## config.mk

```make
export PLATFORM = sky130hd
export DESIGN_NAME = serial_instr_rx
export DESIGN_NICKNAME = d
export VERILOG_FILES = /design/src/rtl/servo_pkg.sv /design/src/rtl/sync_ff.sv /design/src/rtl/serial_instr_rx.sv
export SDC_FILE = /design/constraint.sdc
export NUM_CORES = 1
export LEC_CHECK = 0
export CAP_MARGIN = 5
export CORE_MARGIN = 5
export CORE_UTILIZATION = 45
export CTS_CLUSTER_SIZE = 28
export DETAILED_ROUTE_END_ITERATION = 10
export HOLD_SLACK_MARGIN = 0.15
export MAX_ROUTING_LAYER = met4
export PLACE_DENSITY = 0.62
export SETUP_SLACK_MARGIN = 0.05
export SYNTH_ARGS = -nofsm -noshare
export SYNTH_HDL_FRONTEND = slang
export SYNTH_SLANG_ARGS = --single-unit
```

## constraint.sdc

```tcl
create_clock -name clk -period 5.3 [get_ports clk]
set_input_delay 0.795 -clock clk [delete_from_list [all_inputs] [get_ports clk]]
set_output_delay 0.795 -clock clk [all_outputs]
set_load 0.02 [all_outputs]
```

## src/rtl/servo_pkg.sv

```systemverilog
// rtl/servo_pkg.sv - shared constants and rx state encoding for the servo instruction path
package servo_pkg;

   localparam int INSTR_WIDTH = 10;

   // Opcode field, instruction bits [9:8]
   localparam logic [1:0] OP_IDLE      = 2'b00;
   localparam logic [1:0] OP_TURNTABLE = 2'b01;
   localparam logic [1:0] OP_EXTEND    = 2'b10;
   localparam logic [1:0] OP_RETRACT   = 2'b11;

   // Receiver states; the encoding doubles as the debug LED value
   typedef enum logic [1:0] {
      COUNT     = 2'd0,
      RECEIVE   = 2'd1,
      CONFIRMED = 2'd2,
      COMPLETE  = 2'd3
   } rx_state_t;

endpackage

```

## src/rtl/sync_ff.sv

```systemverilog
// rtl/sync_ff.sv - parameterised-depth single-bit synchroniser with asynchronous reset
module sync_ff #(
   parameter int STAGES = 2
) (
   input  logic clk,
   input  logic reset,
   input  logic d,
   output logic q
);

   logic [STAGES-1:0] chain;

   // Shift the asynchronous input through STAGES flops to settle metastability
   always_ff @(posedge clk or posedge reset) begin
      if (reset) begin
         chain <= '0;
      end else begin
         chain[0] <= d;
         for (int i = 1; i < STAGES; i++) begin
            chain[i] <= chain[i-1];
         end
      end
   end

   assign q = chain[STAGES-1];

endmodule

```

## src/rtl/serial_instr_rx.sv

```systemverilog
// rtl/serial_instr_rx.sv - bit-serial handshake receiver assembling servo instructions
module serial_instr_rx #(
   parameter int INSTR_WIDTH    = servo_pkg::INSTR_WIDTH,
   parameter int TIMEOUT_CYCLES = 240000,
   parameter int SYNC_STAGES    = 2
) (
   input  logic                   clk,
   input  logic                   reset,
   input  logic                   data_ready,
   input  logic                   data_bit,
   input  logic                   instr_clear,
   output logic                   data_ack,
   output logic [INSTR_WIDTH-1:0] servo_instr,
   output logic                   instruction_ready,
   output logic                   frame_error,
   output logic [1:0]             instr_state
);

   localparam int CW = $clog2(INSTR_WIDTH + 1);
   localparam int TW = (TIMEOUT_CYCLES > 1) ? $clog2(TIMEOUT_CYCLES) : 1;
   localparam logic [CW-1:0] FRAME_BITS = CW'(INSTR_WIDTH);
   localparam logic [TW-1:0] TMO_LAST   = TW'(TIMEOUT_CYCLES - 1);

   servo_pkg::rx_state_t state, state_nxt;

   logic                   rdy_s, bit_s, rdy_q;
   logic                   rdy_rise, rdy_fall, rdy_edge;
   logic [INSTR_WIDTH-1:0] shift_reg, shift_nxt;
   logic [INSTR_WIDTH-1:0] instr_nxt;
   logic [CW-1:0]          bit_cnt, cnt_nxt;
   logic [TW-1:0]          tmo_cnt;
   logic                   tmo_active, tmo_expired;
   logic                   ack_nxt, ready_nxt, err_nxt;

   sync_ff #(.STAGES(SYNC_STAGES)) u_sync_rdy (
      .clk   (clk),
      .reset (reset),
      .d     (data_ready),
      .q     (rdy_s)
   );

   sync_ff #(.STAGES(SYNC_STAGES)) u_sync_bit (
      .clk   (clk),
      .reset (reset),
      .d     (data_bit),
      .q     (bit_s)
   );

   // Delayed copy of the synchronised strobe for edge detection
   always_ff @(posedge clk or posedge reset) begin
      if (reset) begin
         rdy_q <= 1'b0;
      end else begin
         rdy_q <= rdy_s;
      end
   end

   assign rdy_rise = rdy_s & ~rdy_q;
   assign rdy_fall = ~rdy_s & rdy_q;
   assign rdy_edge = rdy_rise | rdy_fall;

   // Idle COUNT with no bits gathered must never time out; a strobe edge beats expiry
   assign tmo_active  = (bit_cnt != '0) || (state == servo_pkg::RECEIVE);
   assign tmo_expired = tmo_active && !rdy_edge && (tmo_cnt == TMO_LAST);

   // Stall counter: restarts on every strobe edge, parked at zero while idle
   always_ff @(posedge clk or posedge reset) begin
      if (reset) begin
         tmo_cnt <= '0;
      end else if (rdy_edge || !tmo_active || tmo_expired) begin
         tmo_cnt <= '0;
      end else begin
         tmo_cnt <= tmo_cnt + TW'(1);
      end
   end

   // Handshake state register
   always_ff @(posedge clk or posedge reset) begin
      if (reset) begin
         state <= servo_pkg::COUNT;
      end else begin
         state <= state_nxt;
      end
   end

   // Next-state and datapath decisions; an abort overrides the normal handshake flow
   always_comb begin
      state_nxt = state;
      shift_nxt = shift_reg;
      cnt_nxt   = bit_cnt;
      ack_nxt   = data_ack;
      instr_nxt = servo_instr;
      ready_nxt = instruction_ready;
      err_nxt   = 1'b0;

      if (instr_clear) begin
         ready_nxt = 1'b0;
      end

      if (tmo_expired) begin
         ack_nxt   = 1'b0;
         cnt_nxt   = '0;
         err_nxt   = 1'b1;
         state_nxt = servo_pkg::COUNT;
      end else begin
         case (state)
            servo_pkg::COUNT: begin
               if (rdy_rise) begin
                  shift_nxt = {shift_reg[INSTR_WIDTH-2:0], bit_s};
                  cnt_nxt   = bit_cnt + CW'(1);
                  ack_nxt   = 1'b1;
                  state_nxt = servo_pkg::RECEIVE;
                  // First bit of a new frame retires the previous instruction
                  if (bit_cnt == '0) begin
                     ready_nxt = 1'b0;
                  end
               end
            end
            servo_pkg::RECEIVE: begin
               if (rdy_fall) begin
                  ack_nxt   = 1'b0;
                  state_nxt = servo_pkg::CONFIRMED;
               end
            end
            servo_pkg::CONFIRMED: begin
               state_nxt = (bit_cnt == FRAME_BITS) ? servo_pkg::COMPLETE : servo_pkg::COUNT;
            end
            servo_pkg::COMPLETE: begin
               // Completion wins over a simultaneous instr_clear
               instr_nxt = shift_reg;
               ready_nxt = 1'b1;
               cnt_nxt   = '0;
               state_nxt = servo_pkg::COUNT;
            end
            default: begin
               state_nxt = servo_pkg::COUNT;
            end
         endcase
      end
   end

   // Datapath and output registers
   always_ff @(posedge clk or posedge reset) begin
      if (reset) begin
         shift_reg         <= '0;
         bit_cnt           <= '0;
         data_ack          <= 1'b0;
         servo_instr       <= '0;
         instruction_ready <= 1'b0;
         frame_error       <= 1'b0;
      end else begin
         shift_reg         <= shift_nxt;
         bit_cnt           <= cnt_nxt;
         data_ack          <= ack_nxt;
         servo_instr       <= instr_nxt;
         instruction_ready <= ready_nxt;
         frame_error       <= err_nxt;
      end
   end

   assign instr_state = state;

endmodule

```

==> flow_summary.ini, run 1 <==
[synthesis]
syn_area_um2 = 2480
synth_area_leader_cell = dfrtp_1
synth_cell_types = 37
syn_inst = 223
avgSynthCellArea_um2 = 11.1
ys_ff_latch = 52
ys_seq_area_frac = 0.525
synth_area_leaders = dfrtp_1 (52%), mux2_2 (9.1%), ha_1 (5.5%), nor2_1 (3.8%), xnor2_1 (3.2%)
yosys.area.top_type_share = 0.525
yosysWarnings = 0
synth_fp_nets = 239

[timing]
fin_skew_ns = 0.00858
hold_viol_final = 0
rsz0062_at_grt = no
period_share = 0.465
fin_crit_ns = 2.47
fmax_mhz = 406
tightest_slew_ns = 1.11
slew_headroom = 0.262
timing.hold.ws_ns = 0.369
fin_ws_ns = 2.83
slew_violations = 0
setup_tns_ns = 0
finalSetupViolCount = 0

[worst_setup_path]
critPathSlowestCell = or4_1
critPathLaunch = tmo_cnt[0]
path_depth = 5
startpoint_type = flop
setup.worst_path.end_class = flop
worstRegToRegCells = 5
rrSetupSlack_ns = 2.83
arrival_ns = 2.65
worst-path-max-fanout = 10
slowest_delay_ns = 0.73
cp_num_buf_inv = 0
timing.rr.end = shift_reg[0]
crit_type = reg -> reg
crit_path_end = shift_reg[0]
regToRegStartpoint = tmo_cnt[0]
critPathTopFamily = simple AND/OR/NAND/NOR gates
crit_chain = ha_1, nand3_1, or4_1, o211ai_4, mux2_2
critPathRequiredTime_ns = 5.49

[routing]
dr.pass1.iters = 4
wl_um = 4440
ant_nets = 0
dr.first_iter.drc_count = 81
viasPerCell = 5.23
via_count = 1658
drc = 0
wl_per_cell_um = 14.0

[grt]
antenna_found_initial = 0
grt_pass1_wl_um = 8020
grt_remaining_overflow = 0
grt_use_total = 0.142
grt_pass1_vias = 1650
grt_max_degree = 53

[layout]
layout_commonest_cell = dfrtp_1
fin_nets = 260
n_antenna_cell = 0
stdcell_count = 317
drive_gt1_frac = 0.135
syn_to_final_growth_pct = 14.0
final_cell_mix = dfrtp_1 (52), nor2_1 (25), mux2_2 (20), clkdlybuf4s50_1 (19), a21oi_1 (14)
largest_reg_flops = 18

[clock_network]
htreeDepth = 2
clock_sinks = 52
clkTransAtPathRegs_ns = 0.09
cts_buffers = 5
cts-root-buf = clkbuf_8
cts_tree = done
cts_hold_buf = 0
cts_setup_buffers = 0
clk_latency_ns = 0.30
cts_buffer_depth = 2
post_cts_resized = 0

[die]
rows = 27
ios = 20
fp.coreArea_um2 = 5440
die_x_um = 84.2
die_area_um2 = 7100
start_util = 0.456
die_h_um = 84.2

[placement]
pre_cts_ws_ns = 2.83
hpwl_um = 3140
io_buffers = 19
gp_congestion = 0.820
placed_cells = 309

[worst_hold_path]
worstHoldPathType = reg -> reg

[power_and_ir_drop]
p_per_area_nw_per_um2 = 433
cellLeakagePower_uw = 0.00120
ir_drop_uv = 221

[status]
outcome = complete, no violations

[job]
cap_violations = 0
metal layers:
layer  part of all wire  wire, um  global-route usage
met2               0.49      2160               0.221
met4             0.0095        42              0.0395
met5                  0         0                   -
met1               0.48      2110               0.188
met3              0.028       126              0.0294
cells by family (layout without fill, tap and decap cells):
logic type | Yosys count | count (layout) | share of synthesized area
fa+ha+maj | 11 | 11 | 0.0555
buf+inv | 17 | 39 | 0.0267
flops | 52 | 52 | 0.525
xor+xnor | 13 | 13 | 0.0459
simple gates | 85 | 85 | 0.189
mux | 20 | 20 | 0.0908
compound gates | 25 | 25 | 0.0671
report_power, final:
| part | total [uW] | switching [uW] | leakage, uW | internal [uW] |
|---|---|---|---|---|
| combinational | 443 | 229 | 0.000471 | 213 |
| sequential | 561 | 73.8 | 0.000684 | 487 |
| clock | 220 | 126 | 0.0000414 | 94.1 |
| total | 1220 | 429 | 0.00120 | 794 |
area by class of cell:
type,count,area (um2)
Clock buffer,6,72.6
Sequential cell,52,1300
Clock inverter,2,16.3
Tap cell,72,90.1
Fill cell,492,2610
Timing Repair Buffer,19,190
Multi-Input combinational cell,154,1110
Inverter,12,45.0
Yosys cell counts:
| master | number |
|---|---|
| dfrtp_1 | 52 |
| nor4b_1 | 1 |
| nor2_1 | 25 |
| clkbuf_1 | 3 |
| buf_2 | 2 |
| a211oi_1 | 1 |
| a31o_2 | 1 |
| nor3_1 | 6 |
| nand3_1 | 10 |
| nand3b_1 | 2 |
| or4b_2 | 1 |
| nor4_1 | 3 |
| o211ai_4 | 1 |
| nor2b_1 | 3 |
| xor2_1 | 4 |
| inv_1 | 12 |
| nor3b_1 | 1 |
| o21bai_1 | 1 |
| o2bb2ai_1 | 1 |
| or4bb_1 | 1 |
| nand2_1 | 7 |
| nand3_4 | 1 |
| o22ai_1 | 1 |
| o21ai_4 | 1 |
| a21oi_1 | 14 |
| nand2b_1 | 8 |
| nand4_1 | 7 |
| xnor2_1 | 9 |
| mux2_2 | 20 |
| or3_1 | 2 |
| and4_1 | 1 |
| nand4b_1 | 1 |
| or4_1 | 2 |
| and3_1 | 2 |
| o21ai_0 | 4 |
| nor4bb_1 | 1 |
| ha_1 | 11 |
how the worst min path moves through the flow:
stage / cells past startpoint / from / endpoint
finish: 0 / u_sync_bit.chain[0] / u_sync_bit.chain[1]
global route: 0 / u_sync_bit.chain[0] / u_sync_bit.chain[1]
CTS: 0 / u_sync_bit.chain[0] / u_sync_bit.chain[1]
detailed placement: 0 / u_sync_bit.chain[0] / u_sync_bit.chain[1]
global placement: 0 / u_sync_bit.chain[0] / u_sync_bit.chain[1]
floorplan: 0 / u_sync_bit.chain[0] / u_sync_bit.chain[1]
worst register-to-register path: stages, from the launching register on:
cell	delay, ns
dfrtp_1	0.40
ha_1	0.22
nand3_1	0.19
or4_1	0.73
o211ai_4	0.43
mux2_2	0.39
per-stage QoR:
stage | total power [uW] | cell area [um2] | utilization
global placement | 1000 | 2740 | 0.504
CTS | 1240 | 2830 | 0.520
global route | 1320 | 2830 | 0.520
finish | 1220 | 2830 | 0.520
floorplan | 857 | 2480 | -
detailed placement | 1020 | 2740 | 0.504
(Power assumes the default switching activity.)
==> run 2: changes to the inputs <==
clock period = 2.3 ns   (was 5.3 ns; I/O delays follow)
==> run 2 against run 1 <==
  * Non-clock buffer count up 15
  * Setup slack lost 2.6 ns
  * First-iteration DRC count decreased by 36%
  * Clock power grew to 2.5 times the previous value
  * Sequential cell count unchanged
  * Critical endpoint is now shift_reg[1]
  * Register-to-register slack lost 2.6 ns
  * Largest power group unchanged
  * Critical path depth did not move
==> flow_summary.ini, run 2 (same netlist as run 1, synthesis figures left out) <==
[timing]
timing.hold.ws_ns = 0.308
fmax_mhz = 476
period_share = 0.913
fin_ws_ns = 0.200
finalSetupViolCount = 0
setup_tns_ns = 0
slew_headroom = 0.590
hold_viol_final = 0
rsz0062_at_grt = no
tightest_slew_ns = 0.612
slew_violations = 0
fin_skew_ns = 0.00397
fin_crit_ns = 2.10

[layout]
drive_gt1_frac = 0.218
final_cell_mix = dfrtp_1 (51), nor2_1 (25), mux2_2 (20), clkdlybuf4s50_1 (19), a21oi_1 (14)
syn_to_final_growth_pct = 21.5
fill_cells = 478
n_antenna_cell = 0
seq_area_um2 = 1300
fin_nets = 276
multi_input_area_um2 = 1150
layout_commonest_cell = dfrtp_1
largest_reg_flops = 18

[worst_setup_path]
startpoint_type = flop
setup.worst_path.end_class = flop
worst-path-max-fanout = 5
arrival_ns = 2.31
rrSetupSlack_ns = 0.20
critPathRequiredTime_ns = 2.51
worstRegToRegCells = 5
crit_type = reg -> reg
timing.rr.end = shift_reg[1]
regToRegStartpoint = tmo_cnt[0]

[placement]
hpwl_um = 3230
pre_cts_ws_ns = -0.000960
gp_congestion = 0.789
io_buffers = 19

[clock_network]
htreeDepth = 2
cts_buffer_depth = 2
cts-root-buf = clkbuf_8
clk_latency_ns = 0.31
clock_sinks = 52
cts_tree = done
cts_buffers = 5
clkTransAtPathRegs_ns = 0.10

[routing]
via_count = 1713
wl_per_cell_um = 14.2
drc = 0
dr.pass1.iters = 6
dr.first_iter.drc_count = 52
wl_um = 4720
ant_nets = 0
viasPerCell = 5.14

[grt]
grt_max_degree = 39
antenna_found_initial = 0
grt_pass1_wl_um = 8400
grt_use_total = 0.150
grt_remaining_overflow = 0
grt_pass1_vias = 1710

[status]
outcome = complete, no violations

[power_and_ir_drop]
p_per_area_nw_per_um2 = 990
ir_drop_uv = 631
power_frac_clock = 0.184
p_switching_uw = 1060
p_comb_frac = 0.392
power_uw = 2980
p_sw_frac = 0.354
cellInternalPower_uw = 1930
power_frac_seq = 0.423
cellLeakagePower_uw = 0.00129

[die]
ios = 20
rows = 27
die_h_um = 84.2
die_x_um = 84.2
die_area_um2 = 7100
fp.coreArea_um2 = 5440
start_util = 0.456

[job]
cap_violations = 0

[worst_hold_path]
worstHoldPathType = in -> async
==> run 2: cell types whose count changed in the layout (fill, tap and decap cells not counted), moves of 2 or more <==
cell	previous run	this run
buf_12	0	2
buf_4	0	12
ha_1	11	9
ha_2	0	2
inv_1	11	9
inv_2	1	3
inv_6	0	2
==> run 2: cell type report <==
class / count / area share
Inverter: 12 / 0.0149
Clock inverter: 3 / 0.00830
Multi-Input combinational cell: 155 / 0.382
Tap cell: 72 / 0.0299
Clock buffer: 5 / 0.0228
Sequential cell: 52 / 0.432
Timing Repair Buffer: 34 / 0.110
==> run 2: worst max-delay path, cell delays in order, from the launching register on <==
cell	delay [ns]
dfrtp_1	0.40
ha_1	0.21
nand3_1	0.11
or4_4	0.62
o211ai_4	0.29
mux2_2	0.37
==> run 2: layer usage <==
layer  vias up  part of all wire  global-route usage
li1        857                 -                   -
met1       822              0.51               0.210
met2        29              0.45               0.218
met3         5             0.036              0.0334
met4         0            0.0089              0.0439
met5         -                 0                   -
==> run 2: stage by stage <==
stage	instances	util	cell area [um2]
floorplan	223	-	2480
global placement	319	0.520	2830
detailed placement	319	0.520	2830
CTS	333	0.549	2980
global route	333	0.554	3010
finish	333	0.554	3010
==> run 2: timing repair <==
item | in CTS | in global routing
gates cloned | 1 | 0
hold endpoints to repair | 0 | 0
buffers inserted | 5 | 0
resized for setup | 0 | 9
hold buffers | 0 | 0
endpoints found under the setup margin | 23 | 28
pin swaps | 2 | 1
==> run 2: power groups by stage <==
stage / Sequential (uW) / Combinational (uW) / Clock [uW]
after floorplan: 1390 / 592 / 0
after global placement: 1280 / 1080 / 0
after detailed placement: 1290 / 1100 / 0
after CTS: 1260 / 1170 / 574
after global routing: 1290 / 1290 / 608
final: 1260 / 1170 / 550
==> run 2: worst max-delay path by stage <==
| stage | start | to | slack [ns] | cells past startpoint |
|---|---|---|---|---|
| 3_3_place_gp | instr_state[1] | shift_reg[2] | 0.03 | 6 |
| 5_1_grt | tmo_cnt[0] | servo_instr[1] | 0.09 | 6 |
| 6_report | tmo_cnt[0] | shift_reg[1] | 0.20 | 5 |
| 4_1_cts | tmo_cnt[0] | shift_reg[4] | 0.06 | 5 |
| 3_5_place_dp | instr_state[1] | shift_reg[1] | -0.001 | 6 |
| 2_1_floorplan | instr_state[0] | shift_reg[0] | 0.12 | 5 |
